==> src/rtl/uart_fsm_rx.sv <==
// 8N1 UART receiver: 2-flop input synchronizer, free-running oversample tick,
// mid-bit start validation, break hold-off after a framing error.
module uart_fsm_rx #(
  parameter int CLK_DIV   = 16,
  parameter int OVS       = 16,
  parameter int DATA_BITS = 8
) (
  input  logic                 clk,
  input  logic                 reset_n,
  input  logic                 rx,
  output logic [DATA_BITS-1:0] dataout,
  output logic                 Done,
  output logic                 frame_err,
  output logic                 busy,
  output logic                 tick
);

  localparam int DW = (CLK_DIV > 1) ? $clog2(CLK_DIV) : 1;
  localparam int SW = $clog2(OVS);
  localparam int BW = (DATA_BITS > 1) ? $clog2(DATA_BITS) : 1;

  localparam logic [DW-1:0] D_LAST = DW'(CLK_DIV - 1);
  localparam logic [SW-1:0] S_MID  = SW'(OVS / 2 - 1);
  localparam logic [SW-1:0] S_END  = SW'(OVS - 1);
  localparam logic [BW-1:0] B_LAST = BW'(DATA_BITS - 1);

  typedef enum logic [2:0] {IDLE, START, DATA, STOP, BRK} state_t;

  state_t               state, state_n;
  logic                 rx_m, rx_s;
  logic [DW-1:0]        div;
  logic [SW-1:0]        scnt, scnt_n;
  logic [BW-1:0]        bcnt, bcnt_n;
  logic [DATA_BITS-1:0] shreg, shreg_n, dataout_n;
  logic                 done_n, ferr_n;

  // rx is asynchronous; only rx_s is ever looked at by the FSM
  always_ff @(posedge clk or negedge reset_n) begin
    if (!reset_n) begin
      rx_m <= 1'b1;
      rx_s <= 1'b1;
    end else begin
      rx_m <= rx;
      rx_s <= rx_m;
    end
  end

  // Free-running divider; never realigned to frame edges
  always_ff @(posedge clk or negedge reset_n) begin
    if (!reset_n)          div <= '0;
    else if (div == D_LAST) div <= '0;
    else                   div <= div + DW'(1);
  end

  assign tick = (div == D_LAST);
  assign busy = (state != IDLE);

  always_ff @(posedge clk or negedge reset_n) begin
    if (!reset_n) begin
      state     <= IDLE;
      scnt      <= '0;
      bcnt      <= '0;
      shreg     <= '0;
      dataout   <= '0;
      Done      <= 1'b0;
      frame_err <= 1'b0;
    end else begin
      state     <= state_n;
      scnt      <= scnt_n;
      bcnt      <= bcnt_n;
      shreg     <= shreg_n;
      dataout   <= dataout_n;
      Done      <= done_n;
      frame_err <= ferr_n;
    end
  end

  always_comb begin
    state_n   = state;
    scnt_n    = scnt;
    bcnt_n    = bcnt;
    shreg_n   = shreg;
    dataout_n = dataout;
    done_n    = 1'b0;
    ferr_n    = 1'b0;
    if (tick) begin
      case (state)
        IDLE: begin
          if (!rx_s) begin
            state_n = START;
            scnt_n  = '0;
          end
        end
        START: begin
          // a low that is gone by mid-bit is a glitch, not a start
          if (scnt == S_MID) begin
            scnt_n = '0;
            bcnt_n = '0;
            state_n = rx_s ? IDLE : DATA;
          end else begin
            scnt_n = scnt + SW'(1);
          end
        end
        DATA: begin
          if (scnt == S_END) begin
            scnt_n  = '0;
            shreg_n = {rx_s, shreg[DATA_BITS-1:1]};
            if (bcnt == B_LAST) state_n = STOP;
            else                bcnt_n  = bcnt + BW'(1);
          end else begin
            scnt_n = scnt + SW'(1);
          end
        end
        STOP: begin
          if (scnt == S_END) begin
            scnt_n = '0;
            if (rx_s) begin
              dataout_n = shreg;
              done_n    = 1'b1;
              state_n   = IDLE;
            end else begin
              ferr_n  = 1'b1;
              state_n = BRK;
            end
          end else begin
            scnt_n = scnt + SW'(1);
          end
        end
        BRK: begin
          // hold off until the line returns high so a break is not a new start
          if (rx_s) state_n = IDLE;
        end
        default: state_n = IDLE;
      endcase
    end
  end

endmodule

==> config.mk <==
export PLATFORM = sky130hd
export DESIGN_NAME = uart_fsm_rx
export DESIGN_NICKNAME = d
export VERILOG_FILES = /design/src/rtl/uart_fsm_rx.sv
export SDC_FILE = /design/constraint.sdc
export NUM_CORES = 1
export LEC_CHECK = 0
export ABC_AREA = 1
export BUFFER_PORTS_ARGS = -buffer_cell sky130_fd_sc_hd__buf_4
export CELL_PAD_IN_SITES_DETAIL_PLACEMENT = 0
export CELL_PAD_IN_SITES_GLOBAL_PLACEMENT = 2
export CORE_MARGIN = 3
export CORE_UTILIZATION = 35
export CTS_CLUSTER_SIZE = 24
export DETAILED_ROUTE_END_ITERATION = 7
export MAX_ROUTING_LAYER = met4
export PLACE_DENSITY = 0.75
export RECOVER_POWER = 100
export SYNTH_ARGS = -nofsm -noshare
export SYNTH_HDL_FRONTEND = slang
export SYNTH_SLANG_ARGS = --single-unit
==> constraint.sdc <==
create_clock -name clk -period 1.5 [get_ports clk]
set_input_delay 0.3 -clock clk [delete_from_list [all_inputs] [get_ports clk]]
set_output_delay 0.3 -clock clk [all_outputs]
set_load 0.05 [all_outputs]
==> results of run 1 <==
## metal layers
metal | GRT usage, % | routed length (um) | vias to the layer above
met5 | - | 0 | -
met4 | 4.83 | 27 | 0
met3 | 4.38 | 132 | 4
met2 | 21.1 | 1600 | 19
met1 | 18.2 | 1620 | 602
li1 | - | - | 645
## worst max-delay path by stage
stage,depth (start not counted),startpoint,endpoint
2_1_floorplan,8,div[0],state[2]
3_3_place_gp,8,div[0],state[1]
3_5_place_dp,8,div[0],state[0]
4_1_cts,4,div[0],tick
5_1_grt,4,div[0],tick
6_report,4,div[1],tick
## Yosys cell counts
cell       n
o21ai_0    5
o211ai_1   1
nor4_1     1
nand3_2    2
dfrtp_1   32
buf_4      1
dfstp_2    2
nand2_1   55
nor2_1    21
or2_2      1
o21ai_2    7
inv_1     22
nor2_4     1
nand3_1   14
inv_2      2
buf_6      1
xor2_1     1
nor2_2     2
ha_1       4
nand2_2    1
o21ai_1    9
a22oi_1    1
## through the flow
step | setup TNS [ns] | setup WS (ns) | utilization (%) | instances | total power, mW
global route | -0.144 | -0.0987 | 50.2 | 266 | 2.11
detailed placement | 0 | 0.0377 | 42.7 | 251 | 1.14
floorplan | 0 | 0.00802 | - | 186 | 1.08
CTS | -0.0552 | -0.0552 | 46.7 | 261 | 2.03
global placement | 0 | 0.0281 | 42.7 | 251 | 1.14
finish | -0.0436 | -0.0436 | 50.2 | 266 | 2.01
## worst max-delay path, delay by kind of cell (launching register included)
kind / cells / cell delay, ns
and+or+nand+nor: 1 / 0.08
DFF: 1 / 0.41
adders and majority gates: 1 / 0.18
buffers and inverters: 2 / 0.28
## final cells by class
class,instances,area [um2]
multi-input cells,126,721
clock buffers,6,82.6
clock inverters,1,30.0
repair buffers,25,244
flip-flops and latches,34,857
inverters,24,96.3
fillers,411,2080
well taps,50,62.6
## placed cells by master, fill, tap and decap left out
cell,synthesis,layout
bufinv_16,0,1
inv_4,0,1
o211ai_1,1,1
ha_2,0,2
nand2_4,0,1
o21ai_1,9,9
dfstp_2,2,2
nor4_1,1,1
clkbuf_16,0,1
nand3_1,14,11
nand3_2,2,3
buf_6,1,1
nor2_2,2,4
buf_8,0,1
dfrtp_2,0,3
ha_4,0,2
o21ai_2,7,7
clkbuf_8,0,6
a22oi_1,1,1
dfrtp_1,32,29
nor2_4,1,3
inv_1,22,20
xor2_1,1,1
clkinvlp_4,0,1
inv_2,2,2
nor2_1,21,17
dlygate4sd3_1,0,1
o21ai_0,5,5
buf_4,1,18
nand2_1,55,50
clkbuf_4,0,1
nand3_4,0,2
buf_12,0,2
or2_2,1,1
nand2_2,1,5
## flip-flops by register name, summed over array words and instances, names as in the netlist
signal	cells
dataout	8
shreg	8
div	4
scnt	4
bcnt	3
state	3
Done	1
frame_err	1
rx_m	1
rx_s	1
## power by group
| group | switching [mW] | internal, mW | leakage, nW |
|---|---|---|---|
| Sequential | 0.0257 | 0.936 | 0.456 |
| Combinational | 0.133 | 0.0601 | 0.484 |
| Clock | 0.324 | 0.531 | 0.0573 |
## kinds of logic (layout without fill, tap and decap cells)
kind of cell	count (synthesis)	after routing	share of synthesized area (%)
flip-flops	34	34	53.8
adder cells (fa/ha/maj)	4	4	3.16
buffers and inverters	26	56	6.87
XOR/XNOR	1	1	0.553
AND/OR/NAND/NOR	98	98	26.4
AO/OA/AOI/OAI	23	23	9.23
## timing repair
| action | 4_1_cts | 5_1_grt |
|---|---|---|
| hold buffers | 1 | 0 |
| endpoints found under the hold margin | 32 | 0 |
| setup endpoints to repair | 2 | 19 |
| gates cloned | 0 | 1 |
| setup buffers | 2 | 4 |
| gates resized for setup | 5 | 23 |
| pin swaps | 1 | 11 |
==> flow_summary.toml, run 1 <==
[sta]
slew_violations = 0
timing.fmax_ghz = 0.648
final_period_minus_worst_setup_slack_ns = 1.54
final-setup-viol-count = 1
min_period_over_period_pct = 103
maxSlewHeadroom_pct = 70.6
report.final.hold_viol_count = 0
finalClockSkew_ns = 0.00586
final_critical_path_setup_slack_ns = -0.0436
holdWs_ns = 0.122
rsz0062_at_grt = "yes"
worstMarginPinSlew_ns = 0.441

[logic_synthesis]
number_of_cells_produced_by_synthesis = 186
synth.top_cells.by_area = "dfrtp_1 (51%), nand2_1 (13%), inv_1 (5.2%)"
ys_seq_elements = 34
synth_fp_nets = 193
synth.top_cell.area_share_pct = 50.5
netlist.top_cell.by_area = "dfrtp_1"
synthesis.area_um2 = 1590
synth.avg_cell_area_um2 = 8.52
ys.warnings.count = 0
netlist-cell-type-count = 22
yosysSeqAreaShare_pct = 53.8

[placed_design]
placement.cell_area_um2 = 1780
port_buffers = 14
finalWeightedCongestion = 0.910
hpwlAfterDp_mm = 2.24

[detailed_routing]
vias = 1270
drt-wirelength-per-cell_um = 12.7
drt_iter0_markers = 33
drcViolationCount = 0
detailedRoute.firstPassIterationCount = 4
detail-route-antenna-nets = 0
postRouteWirelength_mm = 3.38
detail_route.vias_per_cell = 4.77

[worst_setup_path]
setup.reg_to_reg.worst_slack_ns = 0.07
cp.arrival_ns = 1.24
critical-path-max-stage-delay_ns = 0.41
worst-setup-path-type = "reg2out"
worst-endpoint-required_ns = 1.20
crit_path_cells = "ha_4 > nand3_4 > clkinvlp_4 > buf_8"
crit_path_top_delay_cell = "dfrtp_1"
ff2ff_path_depth = 8
critical_path.reg2reg.startpoint = "div[0]"
worst-path-max-fanout = 2
setup.worst_path.start_class = "flop"
crit_path_end_kind = "output port"
critical_path.reg2reg.endpoint = "dataout[5]"

[die]
fp.coreArea_um2 = 4170
initial_utilization_pct = 38.0
row_count = 23
die_w_um = 73.3
io_pins = 15
die_area_um2 = 5370
die_h_um = 73.3

[clocking]
maximum_root_to_sink_buffer_count = 2
cts-buffers-inserted = 5
h_tree_level_count = 2
insertion_delay_ns = 0.28
cts.clk_slew.worst_paths_ns = 0.07
tritoncts = "done"
tritoncts_num_sinks = 34
cts_root_buffer = "clkbuf_8"

[final_layout]
final_design_area_no_fill_um2 = 2090
drive_gt1_share_pct = 32.4
area_delta_synth_final_pct = 32.0
inserted_diodes = 0
nets = 223

[global_route]
grt.overflow.total = 0
grt_antenna_before_repair = 0
first_global_vias = 1265
grt_start_max_net_pins = 35
grt_first_pass_wirelength_mm = 5.69
total_track_usage_pct = 14.1

[run_status]
result_of_the_run = "finished, violations left"
violations = "setup timing"

[worst_hold_path]
hold-path-cell-count = 1
worstHoldPathType = "in2reg"
hold_end = "rx_m"
timing.hold.worst.start = "rx"

[run]
cap_violations = 0

[power]
irDropWorstVdd_mv = 0.552
total_leakage_power_nw = 0.997
powerDensity_nw_per_um2 = 960
(Power assumes the default switching activity.)
==> run 2, diff against run 1 <==
Settings changed: CORE_ASPECT_RATIO set to 0.9.
Clock period 1.5 ns to 1.75 ns, I/O delays scaled along.
==> flow_summary.toml, run 2 (synthesis gave the netlist of run 1 again) <==
[global_route]
grt.overflow.total = 0
total_track_usage_pct = 13.3
grt_first_pass_wirelength_mm = 5.52
grt_util_met2_pct = 19.0
most_used_layer_global_route = "met2"
grt_start_max_net_pins = 35
first_global_vias = 1228
grtUsageMet1_pct = 17.8
met3_usage_pct = 3.77
grt_antenna_before_repair = 0

[sta]
final_period_minus_worst_setup_slack_ns = 1.66
final-setup-viol-count = 0
finalClockSkew_ns = 0.00889
report.final.hold_viol_count = 0
holdWs_ns = 0.167
maxSlewHeadroom_pct = 43.5
slew_violations = 0
min_period_over_period_pct = 95.1
final_critical_path_setup_slack_ns = 0.0853
timing.fmax_ghz = 0.601
worstMarginPinSlew_ns = 0.847

[final_layout]
most_common_cell_after_layout_fill_and_taps_aside = "nand2_1"
drive_gt1_share_pct = 15.5
final-seq-area_um2 = 853
multi_input_area_um2 = 628
final_design_area_no_fill_um2 = 1800
layout_common_cells = "nand2_1 (55), dfrtp_1 (32), inv_1 (21), nor2_1 (21), nand3_1 (13)"
area_delta_synth_final_pct = 13.7
largestRegisters = "dataout (8), shreg (8)"
inserted_diodes = 0
fillerInstances = 450
nets = 213

[placed_design]
finalWeightedCongestion = 0.740
hpwlAfterDp_mm = 2.21
port_buffers = 14
placement.cell_area_um2 = 1750
placement.setup.worst_slack_ns = 0.236

[clocking]
maximum_root_to_sink_buffer_count = 2
postCtsHoldBufs = 0
cts.clk_slew.worst_paths_ns = 0.07
insertion_delay_ns = 0.28
tritoncts_num_sinks = 34
cts-buffers-inserted = 5
h_tree_level_count = 2
tritoncts = "done"
cts.repair_timing.setup_buffer_count = 0
cts_root_buffer = "clkbuf_8"

[worst_hold_path]
worstHoldPathType = "in2async"

[worst_setup_path]
worst-setup-path-type = "reg2out"
cp.arrival_ns = 1.31
setup.reg_to_reg.worst_slack_ns = 0.22
critical_path.reg2reg.endpoint = "bcnt[1]"
worst-endpoint-required_ns = 1.40
setup.worst_path.start_class = "flop"
crit_path_cells = "ha_1 > nand3_2 > inv_2 > buf_4"
crit_path_top_delay_cell = "dfrtp_1"
critical-path-max-stage-delay_ns = 0.36
crit_path_end_kind = "output port"
critical_path.reg2reg.startpoint = "scnt[0]"
worst-path-max-fanout = 5
ff2ff_path_depth = 8

[detailed_routing]
vias = 1218
detail_route.vias_per_cell = 4.56
drcViolationCount = 0
detail-route-antenna-nets = 0
drt_iter0_markers = 46
drt-wirelength-per-cell_um = 11.6
detailedRoute.firstPassIterationCount = 4
postRouteWirelength_mm = 3.10

[run_status]
result_of_the_run = "complete, no violations"

[die]
die_h_um = 69.8
die_area_um2 = 5370
row_count = 22
die_w_um = 76.9
fp.coreArea_um2 = 4210
initial_utilization_pct = 37.6
io_pins = 15

[run]
cap_violations = 0

[power]
total_leakage_power_nw = 0.873
irDropWorstVdd_mv = 0.494
powerDensity_nw_per_um2 = 837
## run 2: timing repair
action,4_1_cts,5_1_grt
gates resized for setup,1,1
setup endpoints to repair,1,1
hold endpoints to repair,0,0
## run 2: worst max path at each step
| stage | start | end | cells after the start |
|---|---|---|---|
| after global placement | scnt[0] | bcnt[1] | 8 |
| final | div[0] | tick | 4 |
| after global routing | div[0] | tick | 4 |
| after detailed placement | scnt[0] | bcnt[1] | 8 |
| after floorplan | div[0] | state[2] | 8 |
| after CTS | div[0] | tick | 4 |
## run 2: layer usage
layer,up-vias,part of all wire [%]
met2,23,43
met3,5,3.9
met5,-,0
li1,625,-
met4,0,1.1
met1,565,52
## run 2: final cells by class
class / count / area share [%]
sequential: 34 / 47.4
inverter: 24 / 5.00
multi-input combinational: 126 / 34.9
clock buffer: 6 / 4.03
tap: 60 / 4.17
clock inverter: 2 / 0.556
timing repair buffer: 15 / 4.03
## run 2: critical path: cells and delay by family (launching register included)
family	cells	cell delay, ns
flops	1	0.36
buf+inv	2	0.33
fa+ha+maj	1	0.22
simple gates	1	0.13
## run 2: where the power goes
part	switching (mW)	internal [mW]	leakage (nW)
Combinational	0.102	0.0359	0.368
Clock	0.275	0.276	0.0450
Sequential	0.0186	0.801	0.460
## run 2: metrics by stage
stage | std cells | setup TNS [ns] | power [mW] | utilization (%)
global placement | 259 | 0 | 0.974 | 41.7
global route | 267 | -0.0174 | 1.59 | 42.8
floorplan | 186 | 0 | 0.920 | -
CTS | 267 | 0 | 1.54 | 43.6
finish | 267 | 0 | 1.51 | 42.8
detailed placement | 259 | 0 | 0.975 | 41.7
==> run 3, diff against run 2 <==
Settings changed: CORE_UTILIZATION 35 to 38, PLACE_DENSITY 0.75 to 0.81.
Clock period 1.75 ns to 1.95 ns, I/O delays scaled along.
==> flow_summary.toml, run 3 (synthesis gave the netlist of run 1 again) <==
[global_route]
grt.overflow.total = 0
first_global_vias = 1145
grt_antenna_before_repair = 0
grt_start_max_net_pins = 35
total_track_usage_pct = 14.7
grt_first_pass_wirelength_mm = 5.38

[detailed_routing]
detail_route.vias_per_cell = 4.73
drt_iter0_markers = 47
detailedRoute.firstPassIterationCount = 4
detail-route-antenna-nets = 0
vias = 1193
postRouteWirelength_mm = 3.02
drcViolationCount = 0
drt-wirelength-per-cell_um = 12.0

[worst_setup_path]
timing.critical_path.from = "div[0]"
crit_path_cells = "ha_1 > nand3_1 > inv_2 > buf_4"
crit_path_end_kind = "output port"
worst-endpoint-required_ns = 1.56
cpLargestDelayFamily = "flip-flops"
worst-path-max-fanout = 5
worst-setup-path-type = "reg2out"
critical-path-max-stage-delay_ns = 0.37
setup.worst_path.start_class = "flop"
critical_path.reg2reg.startpoint = "div[0]"
crit_path_top_delay_cell = "dfrtp_1"
cp.arrival_ns = 1.40
path_buf_inv = 2

[clocking]
cts.repair_timing.setup_buffer_count = 0
h_tree_level_count = 2
cts.clk_slew.worst_paths_ns = 0.07
insertion_delay_ns = 0.27
tritoncts_num_sinks = 34
tritoncts = "done"
postCtsHoldBufs = 0
maximum_root_to_sink_buffer_count = 2
cts_root_buffer = "clkbuf_8"
cts-buffers-inserted = 5

[placed_design]
port_buffers = 14
placed_cells_incl_taps = 244
placement.setup.worst_slack_ns = 0.318
hpwlAfterDp_mm = 2.19
finalWeightedCongestion = 0.775

[die]
initial_utilization_pct = 41.0
die_area_um2 = 4980
io_pins = 15
row_count = 21
fp.coreArea_um2 = 3860
die_h_um = 67.3
die_w_um = 74.1

[sta]
final_period_minus_worst_setup_slack_ns = 1.79
report.final.hold_viol_count = 0
final_layout_setup_total_negative_slack_ns = 0
holdWs_ns = 0.209
final_critical_path_setup_slack_ns = 0.163
timing.fmax_ghz = 0.560
finalClockSkew_ns = 0.00162
rsz0062_at_grt = "no"
min_period_over_period_pct = 91.6
worstMarginPinSlew_ns = 0.849
maxSlewHeadroom_pct = 43.4
slew_violations = 0
final-setup-viol-count = 0

[power]
total_leakage_power_nw = 0.863
power.total_mw = 1.38
irDropWorstVdd_mv = 0.486
powerDensity_nw_per_um2 = 792

[final_layout]
area_delta_synth_final_pct = 10.1
nets = 212
multi_input_area_um2 = 587
most_common_cell_after_layout_fill_and_taps_aside = "nand2_1"
layout_common_cells = "nand2_1 (56), dfrtp_1 (32), inv_1 (22), nor2_1 (22), o21ai_0 (15)"
inserted_diodes = 0
final-seq-area_um2 = 853
fillerInstances = 408
number_of_standard_cells_in_the_final_layout_excluding_fillers = 252
drive_gt1_share_pct = 10.2
largestRegisters = "dataout (8), shreg (8)"

[run_status]
result_of_the_run = "complete, no violations"

[run]
cap_violations = 0

[worst_hold_path]
worstHoldPathType = "in2async"
[run 3: what timing repair did]
| action | in CTS | in global routing |
|---|---|---|
| gates resized for setup | 0 | 1 |
| endpoints found under the setup margin | 0 | 1 |
| hold endpoints to repair | 0 | 0 |
[run 3: path summary, 6_finish.rpt]
path | end | slack [ns] | cells after the start
max in group asynchronous | dataout[7] | 1.21 | 1
hold / removal | scnt[1] | 0.21 | 1
setup reg to reg | state[2] | 0.33 | 8
setup / recovery | tick | 0.16 | 4
hold reg to reg | rx_s | 0.36 | 0
min in group clk | rx_m | 0.22 | 1
[run 3: worst reg2reg max path, delay by kind of cell (launching register included)]
family,cells,cell delay (ns)
buf+inv,1,0.15
simple gates,6,0.78
fa+ha+maj,1,0.21
flops,1,0.37
[run 3: layout make-up]
type                       count  area share (%)
sequential                    34            48.9
inverter                      24            5.16
clock inverter                 2           0.717
tap                           46            3.30
multi-input combinational    126            33.6
clock buffer                   6            4.73
timing repair buffer          14            3.58
[run 3: report_power, final]
part	internal, mW	total, mW	switching (mW)	leakage, nW
Clock	0.284	0.532	0.249	0.0472
Combinational	0.0295	0.116	0.0870	0.356
Sequential	0.719	0.734	0.0153	0.460
Total	1.03	1.38	0.351	0.863
[run 3: metrics by stage]
stage / area (um2) / util (%)
floorplan: 1590 / -
global placement: 1730 / 44.8
detailed placement: 1730 / 44.8
CTS: 1820 / 47.2
global route: 1750 / 45.2
finish: 1750 / 45.2
[run 3: layer usage]
metal | wire length [um] | track usage, % | vias to the layer above
met2 | 1240 | 20.4 | 21
met3 | 95 | 4.46 | 2
met5 | 0 | - | -
met4 | 14 | 5.43 | 0
met1 | 1660 | 20.1 | 549
li1 | - | - | 621
